===== config.mk =====
export PLATFORM = sky130hd
export DESIGN_NAME = pipeline_stall_ctrl
export DESIGN_NICKNAME = d
export VERILOG_FILES = /design/src/rtl/pipeline_stall_ctrl_pkg.sv /design/src/rtl/pipeline_stall_ctrl_hazard_detect.sv /design/src/rtl/pipeline_stall_ctrl.sv
export SDC_FILE = /design/constraint.sdc
export NUM_CORES = 1
export LEC_CHECK = 0
export BUFFER_PORTS_ARGS = -buffer_cell sky130_fd_sc_hd__buf_2
export CAP_MARGIN = 20
export CELL_PAD_IN_SITES_DETAIL_PLACEMENT = 0
export CELL_PAD_IN_SITES_GLOBAL_PLACEMENT = 2
export CORE_UTILIZATION = 31
export CTS_CLUSTER_DIAMETER = 120
export DETAILED_ROUTE_END_ITERATION = 6
export GPL_TIMING_DRIVEN = 0
export PLACE_DENSITY = 0.82
export SLEW_MARGIN = 30
export SYNTH_ARGS = -nofsm -noshare
export SYNTH_HDL_FRONTEND = slang
export SYNTH_SLANG_ARGS = --single-unit

===== constraint.sdc =====
create_clock -name clk_i -period 2.7 [get_ports clk_i]
set_input_delay 0.405 -clock clk_i [delete_from_list [all_inputs] [get_ports clk_i]]
set_output_delay 0.405 -clock clk_i [all_outputs]
set_load 0.005 [all_outputs]

===== src/rtl/pipeline_stall_ctrl_pkg.sv =====
// Shared encodings for the pipeline stall controller: memory-handshake FSM
// states and the hard-wired zero register index.
package pipe_ctrl_pkg;

  typedef enum logic [1:0] {
    ST_IDLE = 2'd0,
    ST_WAIT = 2'd1,
    ST_DONE = 2'd2,
    ST_ERR  = 2'd3
  } state_e;

  localparam logic [4:0] REG_X0 = 5'd0;

endpackage


===== src/rtl/pipeline_stall_ctrl_hazard_detect.sv =====
// Load-use hazard compare: the load in ID/EX writes a register that the
// instruction in IF/ID reads. Writes to x0 never create a dependency.
module hazard_detect
  import pipe_ctrl_pkg::*;
(
  input  logic [4:0] ifid_rs1_addr_i,
  input  logic [4:0] ifid_rs2_addr_i,
  input  logic [4:0] idex_rd_addr_i,
  input  logic       idex_mem_read_i,
  output logic       lu_hit_o
);

  assign lu_hit_o = idex_mem_read_i
                  & (idex_rd_addr_i != REG_X0)
                  & ((idex_rd_addr_i == ifid_rs1_addr_i) | (idex_rd_addr_i == ifid_rs2_addr_i));

endmodule


===== src/rtl/pipeline_stall_ctrl.sv =====
// Central stall/bubble controller: runs the data-memory handshake for EX/MEM
// and converts memory waits and load-use hazards into pipeline enables.
module pipeline_stall_ctrl
  import pipe_ctrl_pkg::*;
#(
  parameter int unsigned TIMEOUT_CYCLES = 1023,
  parameter int unsigned CNT_W          = 32
) (
  input  logic             clk_i,
  input  logic             rst_i,
  input  logic             start_i,
  input  logic [4:0]       IFID_RS1Addr_i,
  input  logic [4:0]       IFID_RS2Addr_i,
  input  logic [4:0]       IDEX_RdAddr_i,
  input  logic             IDEX_MemRead_i,
  input  logic             EXMEM_MemRead_i,
  input  logic             EXMEM_MemWrite_i,
  input  logic             mem_ack_i,
  output logic             mem_enable_o,
  output logic             mem_write_o,
  output logic             stall_o,
  output logic             pc_write_o,
  output logic             ifid_write_o,
  output logic             noop_o,
  output logic             busy_o,
  output logic             err_o,
  output logic [CNT_W-1:0] memstall_cnt_o,
  output logic [CNT_W-1:0] loaduse_cnt_o
);

  localparam int unsigned WAIT_W = $clog2(TIMEOUT_CYCLES + 1);

  state_e            state_q, state_d;
  logic [WAIT_W-1:0] wait_cnt_q, wait_cnt_d;
  logic [CNT_W-1:0]  memstall_cnt_q, memstall_cnt_d;
  logic [CNT_W-1:0]  loaduse_cnt_q, loaduse_cnt_d;

  logic mem_op;
  logic lu_hit;
  logic idle_req;
  logic wait_timeout;

  hazard_detect u_hazard_detect (
    .ifid_rs1_addr_i (IFID_RS1Addr_i),
    .ifid_rs2_addr_i (IFID_RS2Addr_i),
    .idex_rd_addr_i  (IDEX_RdAddr_i),
    .idex_mem_read_i (IDEX_MemRead_i),
    .lu_hit_o        (lu_hit)
  );

  assign mem_op       = EXMEM_MemRead_i | EXMEM_MemWrite_i;
  assign idle_req     = (state_q == ST_IDLE) & start_i & mem_op;
  // The counter holds completed WAIT cycles, so the current cycle is the last allowed one here.
  assign wait_timeout = (wait_cnt_q == WAIT_W'(TIMEOUT_CYCLES - 1));

  always_comb begin
    state_d    = state_q;
    wait_cnt_d = wait_cnt_q;
    case (state_q)
      ST_IDLE: begin
        if (idle_req) begin
          state_d    = ST_WAIT;
          wait_cnt_d = '0;
        end
      end
      ST_WAIT: begin
        if (mem_ack_i) begin
          state_d = ST_DONE;
        end else if (wait_timeout) begin
          state_d = ST_ERR;
        end else begin
          wait_cnt_d = wait_cnt_q + WAIT_W'(1);
        end
      end
      ST_DONE: state_d = ST_IDLE;
      ST_ERR:  state_d = ST_ERR;
      default: state_d = ST_IDLE;
    endcase
  end

  assign stall_o      = idle_req | (state_q == ST_WAIT) | (state_q == ST_ERR);
  assign mem_enable_o = idle_req | (state_q == ST_WAIT);
  assign mem_write_o  = mem_enable_o & EXMEM_MemWrite_i;
  // A memory stall masks the hazard; it is re-evaluated once the pipeline moves again.
  assign noop_o       = start_i & lu_hit & ~stall_o;
  assign pc_write_o   = ~stall_o & ~noop_o;
  assign ifid_write_o = ~stall_o & ~noop_o;
  assign busy_o       = (state_q != ST_IDLE);
  assign err_o        = (state_q == ST_ERR);

  always_comb begin
    memstall_cnt_d = memstall_cnt_q;
    loaduse_cnt_d  = loaduse_cnt_q;
    if (stall_o && (memstall_cnt_q != '1)) begin
      memstall_cnt_d = memstall_cnt_q + CNT_W'(1);
    end
    if (noop_o && (loaduse_cnt_q != '1)) begin
      loaduse_cnt_d = loaduse_cnt_q + CNT_W'(1);
    end
  end

  always_ff @(posedge clk_i) begin
    if (rst_i) begin
      state_q        <= ST_IDLE;
      wait_cnt_q     <= '0;
      memstall_cnt_q <= '0;
      loaduse_cnt_q  <= '0;
    end else begin
      state_q        <= state_d;
      wait_cnt_q     <= wait_cnt_d;
      memstall_cnt_q <= memstall_cnt_d;
      loaduse_cnt_q  <= loaduse_cnt_d;
    end
  end

  assign memstall_cnt_o = memstall_cnt_q;
  assign loaduse_cnt_o  = loaduse_cnt_q;

endmodule


## Yosys cells after proc, flatten, opt, wreduce, memory -nomap -nowiden

Index checks and enable logic that the tools add are counted.
Widths: inputs -> output; s select.

| storage, ports and cells | value |
|---|---|
| flip-flop bits (word level) | 76 |
| word-level logic and storage cells | 49 |

| cells by class | value |
|---|---|
| add/sub/neg operators | 3 |
| equality and inequality tests | 12 |
| multiplexer cells | 8 |
| bitwise operators | 14 |
| reductions and logical operators | 8 |

Operators with widths:

| cell | number |
|---|---|
| $add 32x1->32 const B | 2 |
| $ne 32x32->1 const B | 2 |
| $mux 10 | 3 |
| $pmux 10 s2 | 1 |
| $add 10x1->10 const B | 1 |
| $eq 10x10->1 const B | 1 |
| $eq 5x5->1 | 2 |
| $and 1x1->1 | 8 |
| $pmux 2 s4 | 1 |
| $mux 2 | 3 |
| $ne 2x2->1 const B | 3 |
| $reduce_bool 5->1 | 1 |
| $eq 2x2->1 const B | 2 |
| $or 1x1->1 | 4 |
| $reduce_and 4->1 | 1 |
| $reduce_bool 2->1 | 2 |
| $ne 3x3->1 const B | 1 |
| $eq 2x1->1 const B | 1 |
| $logic_and 1x1->1 | 2 |
| $logic_not 2->1 | 1 |
| $not 1->1 | 2 |
| $reduce_and 2->1 | 1 |

## Logic depth before layout (Yosys ltp)

| logic depth | value |
|---|---|
| depth in word-level cells | 9 |
| mapped depth | 9 |
| mapped depth without buffers | 7 |

## Hierarchy

A second synthesis with hierarchy kept.

| second synthesis, totals | value |
|---|---|
| cell total of the unflattened synthesis | 513 |
| area total of the unflattened synthesis | 4155.2 um^2 |

By module, submodules not included:

| module | times used | cells an instance | area an instance (um^2) |
|---|---|---|---|
| pipeline_stall_ctrl | 1 | 496 | 4030.1 |
| hazard_detect | 1 | 17 | 125.1 |

## Worst setup path before layout

OpenSTA, ideal clock, no wires.

| timing path | value |
|---|---|
| path kind | input -> output |
| start | input port IDEX_RdAddr_i[0] |
| end | output port noop_o |
| arrival time | 1.669 ns |
| setup slack | 0.626 ns |
| stages on the path | 7 |
| path through | or4_1 -> o211ai_2 -> nor2_4 -> nand2_2 -> buf_6 -> buf_2 -> inv_1 |

| on the way | value |
|---|---|
| cells in the longest elaborated chain, start to end | 5 |

Ends and longest elaborated chain:

| what | line | text |
|---|---|---|
| from (decl) | pipeline_stall_ctrl.sv:14 | `input logic [4:0] IDEX_RdAddr_i,` |
| $eq 5x5->1 / $reduce_bool 5->1 (equally long branches) | pipeline_stall_ctrl_hazard_detect.sv:15, pipeline_stall_ctrl_hazard_detect.sv:14 |  |
| $or 1x1->1 / $and 1x1->1 (equally long branches) | pipeline_stall_ctrl_hazard_detect.sv:15, pipeline_stall_ctrl_hazard_detect.sv:14 |  |
| $and 1x1->1 (*) | pipeline_stall_ctrl_hazard_detect.sv:15 | `& ((idex_rd_addr_i == ifid_rs1_addr_i) \| (idex_rd_addr_i == ifid_rs2_addr_i));` |
| $and 1x1->1 (*) (2 in series) | pipeline_stall_ctrl.sv:85 | `assign noop_o = start_i & lu_hit & ~stall_o;` |
| to (decl) | pipeline_stall_ctrl.sv:24 | `output logic noop_o,` |

Mark *: on every way between the ends. The rest lies on a longest branch, timed or not.

## Worst setup path after layout

Same ends and word-level chain as after synthesis.

==> results.toml <==
[status]
status = "finished, final reports clean"

[yosys]
ys_warn_count = 0
postSynth.asyncResetShare_pct = 0
syn_avg_cell_area_sq_um = 8.52
synth_cell_types = 58
synth.most_common_cell = "dfxtp_1"
synth_area_leader_cell = "dfxtp_1"
synth_ff_type = "dfxtp_1"
synthCells = 464
ys_seq_elements = 76
ys_top_cells_by_area = "dfxtp_1, xnor2_1, nor2_1"
synthDominantCellAreaShare_pct = 38.5
syn_area_sq_um = 3960
synth_nets = 490
synth_edf_count = 0
synth-seq-area-share_pct = 38.5
synthTopCellsByCount = "dfxtp_1, nor2_1, a21oi_1"

[flow_run]
cap_violations = 0

[setup_path]
crit_type = "in -> out"
crit_chain = "buf_2 > or4_1 > o211ai_2 > nor2_4 > nand2_2 > buf_6 > buf_2 > inv_1 > buf_2"
cp.required_ps = 2300
arrival_ps = 2140
cpMostUsedCell = "buf_2"
worst_path_largest_cell_delay_ps = 540
worst_setup_path_end_kind = "primary output"
cp_slowest_cell = "or4_1"
path_max_fanout = 10
startpoint_type = "input port"

[placed_design]
place_congestion = 0.778
port_buffers = 93
dp_slack_ps = 140
placed_cells = 725
dp_hpwl_mm = 7.77

[cells_and_area]
final_cells = 740
drive_gt1_share_pct = 25.0
area_growth_pct = 24.7
utilization_pct = 40.4
nFillCells = 1272
num_antenna_cells = 0
nNetsFinal = 594

[floorplan]
core_area_sq_um = 12200
io_pins = 94
initial_core_util_pct = 32.4
fp.dieW_um = 115
rows = 40
fp.dieH_um = 115
floorplan.die_area_sq_um = 13200

[clock_tree]
hold_buffers = 0
clock_path_buffers = 2
cts_setup_buffers = 0
cts_tree = "built"
clk_transition_reported_paths_ps = 50
cts_buffers = 9
clk_latency_ps = 340
cts_root_buffer = "clkbuf_16"
h-tree-depth = 3
post_cts_resized = 0
clock-sinks = 76

[timing]
hold_viol_final = 0
max_freq_mhz = 393
max-slew-margin-rel_pct = 58.4
setup_ws_ps = 154
rsz0062_at_grt = "false"
fin_crit_sh_pct = 94.3
setup_tns_ps = 0
fin_skew_ps = 6.44
setup-violations-final = 0
slew_viol_final = 0
period_needed_ps = 2550
worst_pin_slew_ps = 623

[power_and_ir_drop]
finalPower_mw = 2.53
p_sw_share_pct = 22.6
internal-power_mw = 1.96
ir_drop_mv = 0.246
cellPowerDensity_nw_per_um2 = 513
power_frac_seq_pct = 45.3
p_clk_share_pct = 48.3
p_comb_share_pct = 6.4
p_sw_mw = 0.572
p_leak_nw = 1.88

[global_route]
antenna_found_initial = 0
grt_usage_pct = 16.8
grt_pass1_vias = 3481
grt_start_max_net_pins = 13
grt_pass1_wl_mm = 17.2
overflow = 0

[drt]
wl_per_cell_um = 14.1
vias = 3746
drt_first_pass_iters = 4
vias_per_cell = 5.06
ant_nets = 0
drc = 0
drtIter0Drc = 197
wl_mm = 10.4

[hold_path]
hp-class = "in -> reg"
## metrics by stage
stage                     cell area [sq um]  hold WS, ps
after floorplan                        3960          476
after global placement                 4630          487
after detailed placement               4630          498
after CTS                              4930          371
after global routing                   4930          406
final                                  4930          372
## sequential cells by signal (all words and copies together), names as in the netlist
signal / count
loaduse_cnt_o: 32
memstall_cnt_o: 32
wait_cnt_q: 10
state_q: 2
## layer usage
layer	GRT usage (%)	vias to the layer above	wire [um]
met3	4.64	12	506
li1	-	1888	-
met2	27.0	84	4820
met5	0	-	0
met1	21.2	1762	4940
met4	6.75	0	161
## critical path: cells and delay by family
kind | cells | cell delay, ps
and+or+nand+nor | 3 | 720
buffers and inverters | 5 | 690
AOI/OAI and AO/OA | 1 | 320
## layout make-up
| class | instances | area [sq um] | share of cell area (%) |
|---|---|---|---|
| inverter | 12 | 47.5 | 0.964 |
| clock buffer | 11 | 253 | 5.12 |
| buffer | 18 | 93.8 | 1.90 |
| clock inverter | 4 | 48.8 | 0.989 |
| sequential | 76 | 1520 | 30.8 |
| tap | 168 | 210 | 4.26 |
| multi-input combinational | 358 | 2290 | 46.5 |
| timing repair buffer | 93 | 465 | 9.44 |
## power groups by stage
stage          Combinational (mW)  Clock (mW)  Sequential [mW]
6_report                    0.161        1.22             1.14
5_1_grt                     0.181        1.32             1.15
4_1_cts                     0.164        1.27             1.14
3_5_place_dp                0.163           0             1.17
3_3_place_gp                0.162           0             1.17
2_1_floorplan              0.0994           0             1.17
## layout by cell type, fill, tap and decap left out, types with 6 or more instances in the layout
cell type,instances
buf_2,96
dfxtp_1,76
nor2_1,53
a21oi_1,35
nand3_1,30
nand2_1,29
xnor2_1,26
or3_1,25
o21ai_0,24
xor2_1,18
nand4_1,17
and3_1,12
inv_1,10
or4_1,10
clkbuf_1,10
nor3_1,10
o31ai_1,9
clkbuf_16,9
and4_1,6
## logic make-up (layout without fill, tap and decap cells)
logic type               after synthesis  after routing  share of synthesized area (%)
multiplexers                           6              6                           1.64
buffers and inverters                 30            138                           3.57
AO/OA/AOI/OAI                         84             84                           14.2
AND/OR/NAND/NOR                      220            220                           31.1
adder cells (fa/ha/maj)                4              4                           1.27
XOR/XNOR                              44             44                           9.74
flip-flops                            76             76                           38.5
## worst paths after layout
check | start | endpoint | slack [ps] | depth (start not counted)
worst max-delay path | IDEX_RdAddr_i[0] | noop_o | 150 | 9
worst max register to register | loaduse_cnt_o[7] | loaduse_cnt_o[29] | 340 | 6
worst min register to register | loaduse_cnt_o[23] | loaduse_cnt_o[23] | 500 | 2
worst min-delay path | mem_ack_i | state_q[1] | 370 | 3
Power figures use the tool's default switching activity.
